`src/rtl/arp_reply_engine.sv`:
```
// ARP responder: validates requests against NUM_IP local aliases, answers with a 7-word reply,
// and sends gratuitous ARP on request. Define ARP_STATS_EN to build the saturating statistics counters.
module arp_reply_engine #(
  parameter int NUM_IP = 4,
  parameter int CNT_W  = 16,
  localparam int IDX_W = (NUM_IP > 1) ? $clog2(NUM_IP) : 1
) (
  input  logic                 clk,
  input  logic                 rst,
  input  logic [31:0]          i_arp_data,
  input  logic                 i_arp_valid,
  input  logic                 i_arp_last,
  output logic                 i_arp_ready,
  output logic [31:0]          o_tx_data,
  output logic                 o_tx_valid,
  output logic                 o_tx_last,
  input  logic                 o_tx_ready,
  input  logic [47:0]          i_local_mac,
  input  logic [NUM_IP*32-1:0] i_local_ip,
  input  logic [NUM_IP-1:0]    i_ip_valid,
  input  logic                 i_arp_enable,
  input  logic                 i_garp_req,
  input  logic [IDX_W-1:0]     i_garp_idx,
  output logic [IDX_W-1:0]     o_match_idx,
  output logic [CNT_W-1:0]     o_cnt_rx,
  output logic [CNT_W-1:0]     o_cnt_tx,
  output logic [CNT_W-1:0]     o_cnt_drop
);

  typedef enum logic [2:0] {S_IDLE, S_RX, S_DRAIN, S_CHECK, S_TX} state_t;

  state_t           state_q, state_d;
  logic [2:0]       wcnt_q;
  logic [31:0]      rx_w0_q, rx_w1_q, rx_spa_q, rx_tpa_q;
  logic [47:0]      rx_sha_q;
  logic [15:0]      tx_oper_q;
  logic [47:0]      tx_sha_q, tx_tha_q;
  logic [31:0]      tx_spa_q, tx_tpa_q;
  logic             garp_pend_q;
  logic [IDX_W-1:0] garp_idx_q, match_idx_q;

  logic             in_hs, out_hs, match_found, reply_ok, garp_ok;
  logic [IDX_W-1:0] match_sel;
  logic [31:0]      garp_ip, match_ip;

  assign in_hs    = i_arp_valid && i_arp_ready;
  assign out_hs   = o_tx_valid && o_tx_ready;
  assign garp_ok  = (int'(garp_idx_q) < NUM_IP) && i_ip_valid[garp_idx_q];
  assign garp_ip  = i_local_ip[32*garp_idx_q +: 32];
  assign match_ip = i_local_ip[32*match_sel +: 32];
  assign reply_ok = i_arp_enable && (rx_w0_q == 32'h0001_0800) &&
                    (rx_w1_q == 32'h0604_0001) && match_found;

  // Scan from the top so the lowest matching alias index is the one that sticks.
  always_comb begin
    match_found = 1'b0;
    match_sel   = '0;
    for (int k = NUM_IP - 1; k >= 0; k--) begin
      if (i_ip_valid[k] && (i_local_ip[32*k +: 32] == rx_tpa_q)) begin
        match_found = 1'b1;
        match_sel   = IDX_W'(k);
      end
    end
  end

  always_ff @(posedge clk or posedge rst) begin
    if (rst) state_q <= S_IDLE;
    else     state_q <= state_d;
  end

  always_comb begin
    state_d = state_q;
    case (state_q)
      S_IDLE: begin
        if (garp_pend_q)      state_d = garp_ok ? S_TX : S_IDLE;
        else if (i_arp_valid) state_d = S_RX;
      end
      S_RX: begin
        if (in_hs) begin
          if (wcnt_q == 3'd6) state_d = i_arp_last ? S_CHECK : S_DRAIN;
          else if (i_arp_last) state_d = S_IDLE;
        end
      end
      S_DRAIN: if (in_hs && i_arp_last) state_d = S_CHECK;
      S_CHECK: state_d = reply_ok ? S_TX : S_IDLE;
      S_TX:    if (out_hs && (wcnt_q == 3'd6)) state_d = S_IDLE;
      default: state_d = S_IDLE;
    endcase
  end

  always_comb begin
    i_arp_ready = 1'b0;
    o_tx_valid  = 1'b0;
    o_tx_last   = 1'b0;
    o_tx_data   = '0;
    case (state_q)
      S_RX, S_DRAIN: i_arp_ready = 1'b1;
      S_TX: begin
        o_tx_valid = 1'b1;
        o_tx_last  = (wcnt_q == 3'd6);
        case (wcnt_q)
          3'd0:    o_tx_data = 32'h0001_0800;
          3'd1:    o_tx_data = {16'h0604, tx_oper_q};
          3'd2:    o_tx_data = tx_sha_q[47:16];
          3'd3:    o_tx_data = {tx_sha_q[15:0], tx_spa_q[31:16]};
          3'd4:    o_tx_data = {tx_spa_q[15:0], tx_tha_q[47:32]};
          3'd5:    o_tx_data = tx_tha_q[31:0];
          default: o_tx_data = tx_tpa_q;
        endcase
      end
      default: ;
    endcase
  end

  always_ff @(posedge clk or posedge rst) begin
    if (rst) begin
      wcnt_q      <= '0;
      rx_w0_q     <= '0;
      rx_w1_q     <= '0;
      rx_sha_q    <= '0;
      rx_spa_q    <= '0;
      rx_tpa_q    <= '0;
      tx_oper_q   <= '0;
      tx_sha_q    <= '0;
      tx_spa_q    <= '0;
      tx_tha_q    <= '0;
      tx_tpa_q    <= '0;
      match_idx_q <= '0;
    end else begin
      case (state_q)
        S_RX: begin
          if (in_hs) begin
            wcnt_q <= (wcnt_q == 3'd6) ? 3'd0 : wcnt_q + 3'd1;
            case (wcnt_q)
              3'd0: rx_w0_q <= i_arp_data;
              3'd1: rx_w1_q <= i_arp_data;
              3'd2: rx_sha_q[47:16] <= i_arp_data;
              3'd3: begin
                rx_sha_q[15:0]  <= i_arp_data[31:16];
                rx_spa_q[31:16] <= i_arp_data[15:0];
              end
              3'd4: rx_spa_q[15:0] <= i_arp_data[31:16];
              3'd6: rx_tpa_q <= i_arp_data;
              default: ;
            endcase
          end
        end
        S_TX: if (out_hs) wcnt_q <= (wcnt_q == 3'd6) ? 3'd0 : wcnt_q + 3'd1;
        default: wcnt_q <= '0;
      endcase

      // Frame contents are frozen on entry to TX so config changes cannot corrupt a frame in flight.
      if ((state_q == S_IDLE) && garp_pend_q && garp_ok) begin
        tx_oper_q <= 16'd1;
        tx_sha_q  <= i_local_mac;
        tx_spa_q  <= garp_ip;
        tx_tha_q  <= '0;
        tx_tpa_q  <= garp_ip;
      end else if ((state_q == S_CHECK) && reply_ok) begin
        tx_oper_q   <= 16'd2;
        tx_sha_q    <= i_local_mac;
        tx_spa_q    <= match_ip;
        tx_tha_q    <= rx_sha_q;
        tx_tpa_q    <= rx_spa_q;
        match_idx_q <= match_sel;
      end
    end
  end

  always_ff @(posedge clk or posedge rst) begin
    if (rst) begin
      garp_pend_q <= 1'b0;
      garp_idx_q  <= '0;
    end else if (i_garp_req) begin
      garp_pend_q <= 1'b1;
      garp_idx_q  <= i_garp_idx;
    end else if (state_q == S_IDLE) begin
      garp_pend_q <= 1'b0;
    end
  end

  assign o_match_idx = match_idx_q;

`ifdef ARP_STATS_EN
  logic             runt_evt, check_evt, tx_evt;
  logic [CNT_W-1:0] cnt_rx_q, cnt_tx_q, cnt_drop_q;

  assign runt_evt  = (state_q == S_RX) && in_hs && i_arp_last && (wcnt_q != 3'd6);
  assign check_evt = (state_q == S_CHECK);
  assign tx_evt    = out_hs && (wcnt_q == 3'd6);

  always_ff @(posedge clk or posedge rst) begin
    if (rst) begin
      cnt_rx_q   <= '0;
      cnt_tx_q   <= '0;
      cnt_drop_q <= '0;
    end else begin
      if ((runt_evt || check_evt) && !(&cnt_rx_q)) cnt_rx_q <= cnt_rx_q + 1'b1;
      if (tx_evt && !(&cnt_tx_q)) cnt_tx_q <= cnt_tx_q + 1'b1;
      if ((runt_evt || (check_evt && !reply_ok)) && !(&cnt_drop_q)) cnt_drop_q <= cnt_drop_q + 1'b1;
    end
  end

  assign o_cnt_rx   = cnt_rx_q;
  assign o_cnt_tx   = cnt_tx_q;
  assign o_cnt_drop = cnt_drop_q;
`else
  assign o_cnt_rx   = '0;
  assign o_cnt_tx   = '0;
  assign o_cnt_drop = '0;
`endif

endmodule

```
`config.mk`:
```
export PLATFORM = sky130hd
export DESIGN_NAME = arp_reply_engine
export DESIGN_NICKNAME = d
export VERILOG_FILES = /design/src/rtl/arp_reply_engine.sv
export SDC_FILE = /design/constraint.sdc
export NUM_CORES = 1
export LEC_CHECK = 0
export CAP_MARGIN = 15
export CORE_ASPECT_RATIO = 1.5
export CORE_MARGIN = 3
export CORE_UTILIZATION = 45
export CTS_CLUSTER_DIAMETER = 80
export DETAILED_ROUTE_END_ITERATION = 6
export PLACE_DENSITY = 0.66
export SLEW_MARGIN = 30
export SYNTH_ARGS = -nofsm -noshare
export SYNTH_HDL_FRONTEND = slang
export SYNTH_SLANG_ARGS = --single-unit
```
`constraint.sdc`:
```
create_clock -name clk -period 29.8 [get_ports clk]
set_input_delay 2.98 -clock clk [delete_from_list [all_inputs] [get_ports clk]]
set_output_delay 2.98 -clock clk [all_outputs]
set_load 0.02 [all_outputs]
```
==> results of run 1 <==
[worst reg2reg max path: cells and delay by family (launching register included)]
kind                      cells  cell delay, ns
muxes                         1            0.50
DFF                           1            0.58
xor gates and xnor gates      1            0.25
and+or+nand+nor               4            1.88
buffers and inverters         1            0.72
AOI/OAI and AO/OA             1            0.57
[state kept, by name, summed over array words and instances, names as in the netlist]
register     cells
rx_sha_q        48
tx_sha_q        48
tx_tha_q        48
rx_spa_q        32
rx_tpa_q        32
rx_w0_q         32
rx_w1_q         32
tx_spa_q        32
tx_tpa_q        32
state_q          3
wcnt_q           3
garp_idx_q       2
o_match_idx      2
tx_oper_q        2
garp_pend_q      1
[kinds of logic (layout without fill, tap and decap cells)]
kind of cell / Yosys count / count (layout)
flip-flops: 349 / 349
AND/OR/NAND/NOR: 337 / 337
multiplexers: 304 / 304
AO/OA/AOI/OAI: 275 / 275
buffers and inverters: 216 / 377
XOR/XNOR: 128 / 128
adder cells (fa/ha/maj): 1 / 1
other: 1 / 49
[power groups by stage]
stage / sequential, mW / combinational (mW) / clock, mW
after floorplan: 0.596 / 0.301 / 0
after global placement: 0.633 / 0.474 / 0
after detailed placement: 0.636 / 0.482 / 0
after CTS: 0.628 / 0.483 / 0.498
after global routing: 0.639 / 0.514 / 0.517
final: 0.632 / 0.485 / 0.493
[metal layers]
metal / up-vias / wire (um) / track usage
met1: 7333 / 26900 / 0.413
met3: 200 / 5340 / 0.0527
met5: - / 0 / 0
li1: 6128 / - / -
met2: 837 / 33100 / 0.511
met4: 0 / 5000 / 0.192
[per-stage QoR]
| step | instance area (um2) | setup WS (ns) | hold WS (ns) | power [mW] | util |
|---|---|---|---|---|---|
| floorplan | 18700 | 17.14 | 0.440 | 0.897 | - |
| global placement | 21100 | 22.41 | 0.448 | 1.11 | 0.522 |
| detailed placement | 21100 | 22.31 | 0.454 | 1.12 | 0.522 |
| CTS | 22400 | 22.86 | 0.466 | 1.61 | 0.554 |
| global route | 22400 | 22.66 | 0.490 | 1.67 | 0.555 |
| finish | 22400 | 22.75 | 0.465 | 1.61 | 0.555 |
[worst paths after layout]
check / from / endpoint / slack [ns] / depth (start not counted)
min in group asynchronous: rst / tx_tha_q[42]$_DFFE_PP0P_ / 3.03 / 2
worst max register to register: rx_tpa_q[17]$_DFFE_PP0P_ / tx_sha_q[14]$_DFFE_PP0P_ / 25.16 / 8
worst min register to register: rx_sha_q[39]$_DFFE_PP0P_ / tx_tha_q[39]$_DFFE_PP0P_ / 0.47 / 2
worst min-delay path: rx_sha_q[39]$_DFFE_PP0P_ / tx_tha_q[39]$_DFFE_PP0P_ / 0.47 / 2
worst max-delay path: i_local_ip[113] / tx_sha_q[14]$_DFFE_PP0P_ / 22.75 / 9
max in group asynchronous: rst / garp_idx_q[0]$_DFFE_PP0P_ / 25.35 / 3
[cells in the mapped netlist (23+ instances only)]
cell      count
buf_2        23
mux4_2       33
a22oi_1      25
nand3_1      62
dfrtp_1     349
a21oi_1      66
buf_4        55
nand2_1     124
clkbuf_1     78
mux2_2      186
o21ai_0      50
nand2b_1     33
nor4_1       30
xor2_1       89
nor2_1       26
o221a_2      51
xnor2_1      39
a221oi_1     29
inv_1        27
mux2_1       63
[cell type report]
cell class                      instances  share of cell area
Antenna cell                            1            0.000112
Clock buffer                           52              0.0483
Clock inverter                         16             0.00977
Inverter                               28             0.00525
Multi-Input combinational cell       1093               0.396
Sequential cell                       349               0.390
Tap cell                              506              0.0282
Timing Repair Buffer                  281               0.123
[layout by cell type (no fill, tap or decap), types with 5 or more instances in the layout]
cell,netlist,layout
and3_1,8,6
nand2b_1,33,33
a22oi_1,25,25
clkbuf_8,0,8
conb_1,1,48
nand2_1,124,122
nand4b_1,10,10
xor2_1,89,89
o31ai_1,22,22
mux2_2,186,186
a22o_1,10,10
clkbuf_1,78,6
o221a_2,51,51
nor3_1,9,7
inv_1,27,25
buf_4,55,23
o21ai_0,50,50
nor4b_1,7,7
clkdlybuf4s50_1,0,257
clkinv_2,0,6
a221oi_1,29,29
nor4_1,30,29
clkbuf_16,0,38
mux2i_1,22,22
nor2_1,26,25
nand4_1,14,14
a31oi_1,5,5
mux2_1,63,63
nand3_1,62,60
a21oi_1,66,66
dfrtp_1,349,348
xnor2_1,39,39
mux4_2,33,33
==> key figures, run 1 <==
Layout
  – Sequential Area: between 0.008 and 0.009 mm2
  – Fillers: between 3000 and 4000
  – Layout area overhead: 21.1%
  – Final nets: around 2000
  – Share of layout cells above drive strength 1: 0.206
  – Final std cells w/o fill: 2326
  – Multi-input gate area: approximately 0.009 mm2

Timing
  – Pins Over Slew Limit: 0
  – FMAX: about 140 MHz
  – Setup TNS: 0 ns
  – Setup violators final: 0
  – Unrepaired setup endpoints after global routing: no
  – Minimum clock period: a little over 7 ns
  – Clock skew: between 0.02 and 0.025 ns
  – Final period util: 0.236
  – Endpoints failing hold: 0
  – Slew HR: 0.339
  – Worst-Margin Slew: between 0.9 and 1 ns

CTS
  – Clk Latency, worst-skew pair: ~0.55 ns
  – Clock Tree Root: clkbuf_16
  – # H-tree levels: 2
  – CTS resizes: 0
  – Cts bufs inserted: 37
  – Clk buf depth: 3
  – Clk sinks: roughly 350
  – CTS clk-pin slew, worst paths: about 0.06 ns
  – Post-CTS Setup Bufs: 0
  – CTS tree: yes
  – Hold Buf Count CTS: 0

Placement
  – Final HPWL DP: around 52 mm
  – Dpl cells: about 2300
  – GP Congestion: roughly 1
  – Port Buf Inserts: 257

GRT
  – First-pass GRT wire length: 101 mm
  – Largest net degree at the start of global routing: 154
  – Gr ovfl total: 0
  – Initial antenna violation count: 3
  – Vias in the first global route: about 15000
  – GRT Util Overall: 0.321

Yosys
  – Share of Yosys cell area claimed by the top area cell type: 0.472
  – Asr flop ratio synth: 1.00
  – Mux share of post-synthesis cell area: 0.204
  – Register bit total from synthesis: between 300 and 400
  – Synth cell types: 55
  – EDFF count, synth: 0
  – Synth top area cells: dfrtp_1, mux2_2, xor2_1
  – Mean post-synth cell area: 11.5 um2
  – Synthesized area: approximately 0.019 mm2
  – Post-Synth XOR/XNOR Area: 0.0606
  – Synth Area in Simple Gates: 0.0919
  – Register area share after synthesis: 0.472
  – Most used DFF post-synth: dfrtp_1
  – Post-Syn Instances: between 1500 and 2000
  – Warnings from Yosys: 0
  – Yosys top cell by area: dfrtp_1
  – Largest family of logic cells by synthesized area: multiplexers
  – Synth Area in Compound Gates: 0.109
  – Post-Synth Adder-Cell Area: 0.000676

Critical path
  – Slowest Stage Delay on Critical Path: about 0.73 ns
  – CP Class: in2reg
  – Crit end category: register
  – Critical-path top delay cell: or4_1
  – WP buf/inv: 2
  – Startpoint types: input port
  – Top delay family on crit path: simple AND/OR/NAND/NOR gates
  – CP Data Arrival Time: around 7.5 ns
  – Crit-path cells: clkdlybuf4s50_1 -> xor2_1 -> nor4_1 -> nand4_1 -> or4_1 -> a41o_2 -> nand2_4 -> buf_4 -> mux2_1
  – CP required: between 30 and 40 ns
  – CP Max Fanout: 61

Die
  – Std cell rows: 90
  – Die X: around 170 um
  – I/O pin count: 306
  – Die Ht: around 250 um
  – Starting Density: 0.458
  – Core box area: just over 0.04 mm2
  – Die area: approximately 0.044 mm2

Drt
  – Initial DRC Count: 1395
  – WL per Instance: 30.2 um
  – WL final: about 70 mm
  – DR vias: between 10000 and 15000
  – Detail Route Antenna Nets: 0
  – Via density per instance: slightly above 6
  – DRT Pass-1 Iters: 5
  – Remaining DRCs: 0

Pwr
  – Maximum vdd drop: between 0.03 and 0.04 mV
  – Share of total power in the clock network: 0.306
  – PD cells: just over 70 mW/mm2
  – Switching Fraction: 0.336
  – P_sw: 0.541 mW
  – Combinational power share: 0.301
  – Int Power: roughly 1.1 mW
  – Pleak: around 10 nW
  – Sequential power share: 0.393

Run
  – Max Cap Violations: 0

Min path
  – Min-delay worst type: reg2reg

Status
  – Status: finished clean
Note: power is estimated with default switching activity, not from simulation.
==> run 2, diff against run 1 <==
PLACE_DENSITY = 0.69   (was 0.66)
clock period = 6.1 ns   (was 29.8 ns; I/O delays follow)
==> key figures, run 2 (synthesized netlist as in run 1, its figures left out) <==
CTS
  – Hold Buf Count CTS: 0 (unchanged)
  – Clk buf depth: 3 (unchanged)
  – Post-CTS Setup Bufs: 0 (unchanged)
  – Clock Tree Root: clkbuf_16 (unchanged)
  – CTS tree: yes (unchanged)
  – Clk Latency, worst-skew pair: 0.55 ns (about the same)
  – # H-tree levels: 2 (unchanged)
  – Cts bufs inserted: 37 (unchanged)
  – Clk sinks: 349 (unchanged)
  – CTS clk-pin slew, worst paths: 0.06 ns (about the same)
  – CTS resizes: 0 (unchanged)

Timing
  – Hold Worst Slack: 0.465 ns (about the same)
  – Setup violators final: 0 (unchanged)
  – Pins Over Slew Limit: 0 (unchanged)
  – Clock skew: 0.0248 ns (was 0.0201 ns)
  – Unrepaired setup endpoints after global routing: no (unchanged)
  – FMAX: around 230 MHz
  – Worst-Margin Slew: 1.00 ns (was 0.989 ns)
  – Endpoints failing hold: 0 (unchanged)
  – Setup WS post-layout: 1.74 ns (was 22.75 ns)
  – Final period util: 0.714
  – Setup TNS: 0 ns (unchanged)
  – Slew HR: 0.328 (was 0.339)
  – Minimum clock period: roughly 4.4 ns

Die
  – I/O pin count: 306 (unchanged)
  – Std cell rows: 90 (unchanged)
  – Core box area: 0.0404 mm2 (unchanged)
  – Die X: 172 um (unchanged)
  – Die area: 0.0437 mm2 (unchanged)
  – Die Ht: 254 um (unchanged)
  – Starting Density: 0.458 (unchanged)

Layout
  – Cell area after layout: 0.0225 mm2 (was 0.0224 mm2)
  – Most common cell after layout, fill and taps aside: dfrtp_1 (unchanged)
  – Finished Core Util: 0.557 (was 0.555)
  – Share of layout cells above drive strength 1: 0.206 (about the same)
  – Final std cells w/o fill: 2332 (was 2326)
  – Commonest non-fill, non-tap cells in the layout: dfrtp_1, clkdlybuf4s50_1, mux2_2 (unchanged)
  – Sequential Area: 0.00873 mm2 (unchanged)
  – Final nets: 2016 (was 2012)
  – Multi-input gate area: 0.00887 mm2 (about the same)
  – Fillers: 3461 (was 3472)
  – Layout area overhead: 21.6% (was 21.1%)
  – Leading registers by flop count: rx_sha_q x48, tx_sha_q x48, tx_tha_q x48 (unchanged)

Drt
  – Via density per instance: 6.24 (was 6.23)
  – Initial DRC Count: 1540 (was 1395)
  – WL per Instance: 29.8 um (was 30.2 um)
  – DRT Pass-1 Iters: 5 (unchanged)
  – Detail Route Antenna Nets: 0 (unchanged)
  – WL final: 69.6 mm (was 70.3 mm)
  – Remaining DRCs: 0 (unchanged)
  – DR vias: 14600 (was 14500)

Placement
  – Dpl cells: 2260 (was 2257)
  – Place WS: 1.62 ns (was 22.31 ns)
  – GP Congestion: 1.00 (was 0.999)
  – DP Area: 0.0212 mm2 (was 0.0211 mm2)
  – Final HPWL DP: 51.3 mm (was 51.5 mm)
  – Port Buf Inserts: 257 (unchanged)

Critical path
  – Crit-path cells: or3b_2 -> inv_1 -> o21ai_0 -> a21oi_1 -> clkdlybuf4s50_1 (was clkdlybuf4s50_1 -> xor2_1 -> nor4_1 -> nand4_1 -> or4_1 -> a41o_2 -> nand2_4 -> buf_4 -> mux2_1)
  – CP Class: reg2out (was in2reg)
  – CP Data Arrival Time: 3.75 ns (was 7.47 ns)
  – Crit end category: output pin (was register)
  – CP Max Fanout: 25 (was 61)
  – CP required: 5.49 ns (was 30.22 ns)
  – Slowest Stage Delay on Critical Path: 0.69 ns (was 0.73 ns)
  – Startpoint types: register (was input port)
  – Critical-path top delay cell: clkdlybuf4s50_1 (was or4_1)

Status
  – Status: finished clean (unchanged)

GRT
  – Vias in the first global route: 14600 (about the same)
  – Gr ovfl total: 0 (unchanged)
  – Largest net degree at the start of global routing: 157 (was 154)
  – First-pass GRT wire length: 99.5 mm (was 101 mm)
  – Initial antenna violation count: 6 (was 3)
  – GRT Util Overall: 0.315 (was 0.321)

Min path
  – Min-delay worst type: reg2reg (unchanged)

Pwr
  – Pleak: 10.2 nW (about the same)
  – Overall Power: 7.92 mW (was 1.61 mW)
  – Maximum vdd drop: 0.187 mV (was 0.0388 mV)
  – PD cells: 352 mW/mm2 (was 71.8 mW/mm2)

Run
  – Max Cap Violations: 0 (unchanged)
[run 2: cell types whose count changed in the layout (fill, tap and decap cells not counted), sizes merged]
cell,before,now
diode,1,4
bufinv,4,6
buf,24,28
clkbuf,52,49
[run 2: per-layer routing]
metal | up-vias | routed length (um) | GRT usage
li1 | 6134 | - | -
met3 | 193 | 5090 | 0.0439
met4 | 2 | 5030 | 0.195
met1 | 7414 | 26200 | 0.395
met5 | - | 13 | 0
met2 | 820 | 33300 | 0.514
[run 2: worst max-delay path: cells and delay by family, from the launching register on]
| kind | cells | cell delay [ns] |
|---|---|---|
| compound gates | 2 | 0.68 |
| simple gates | 1 | 0.62 |
| flops | 1 | 0.52 |
| buf+inv | 2 | 1.37 |
[run 2: cell type report]
class / count / share of cell area
Multi-Input combinational cell: 1093 / 0.394
Sequential cell: 349 / 0.388
Timing Repair Buffer: 285 / 0.126
Clock buffer: 49 / 0.0459
Tap cell: 506 / 0.0281
Clock inverter: 18 / 0.0123
Inverter: 28 / 0.00484
Antenna cell: 4 / 0.000445
[run 2: path summary, 6_finish.rpt]
path / slack (ns) / end / cells past startpoint / from
max: 1.74 / o_tx_data[2] / 5 / state_q[2]$_DFFE_PP0P_
max reg2reg: 2.12 / tx_spa_q[14]$_DFFE_PP0P_ / 8 / rx_tpa_q[17]$_DFFE_PP0P_
max in group asynchronous: 4.67 / garp_idx_q[0]$_DFFE_PP0P_ / 4 / rst
min: 0.46 / tx_tha_q[22]$_DFFE_PP0P_ / 2 / rx_sha_q[22]$_DFFE_PP0P_
min reg2reg: 0.46 / tx_tha_q[22]$_DFFE_PP0P_ / 2 / rx_sha_q[22]$_DFFE_PP0P_
min in group asynchronous: 0.54 / tx_tha_q[10]$_DFFE_PP0P_ / 3 / rst
[run 2: where the power goes]
part           switching, mW  total (mW)  internal, mW
Sequential             0.346        3.07          2.73
Combinational           1.32        2.40          1.08
Clock                  0.977        2.44          1.46
Total                   2.65        7.92          5.27
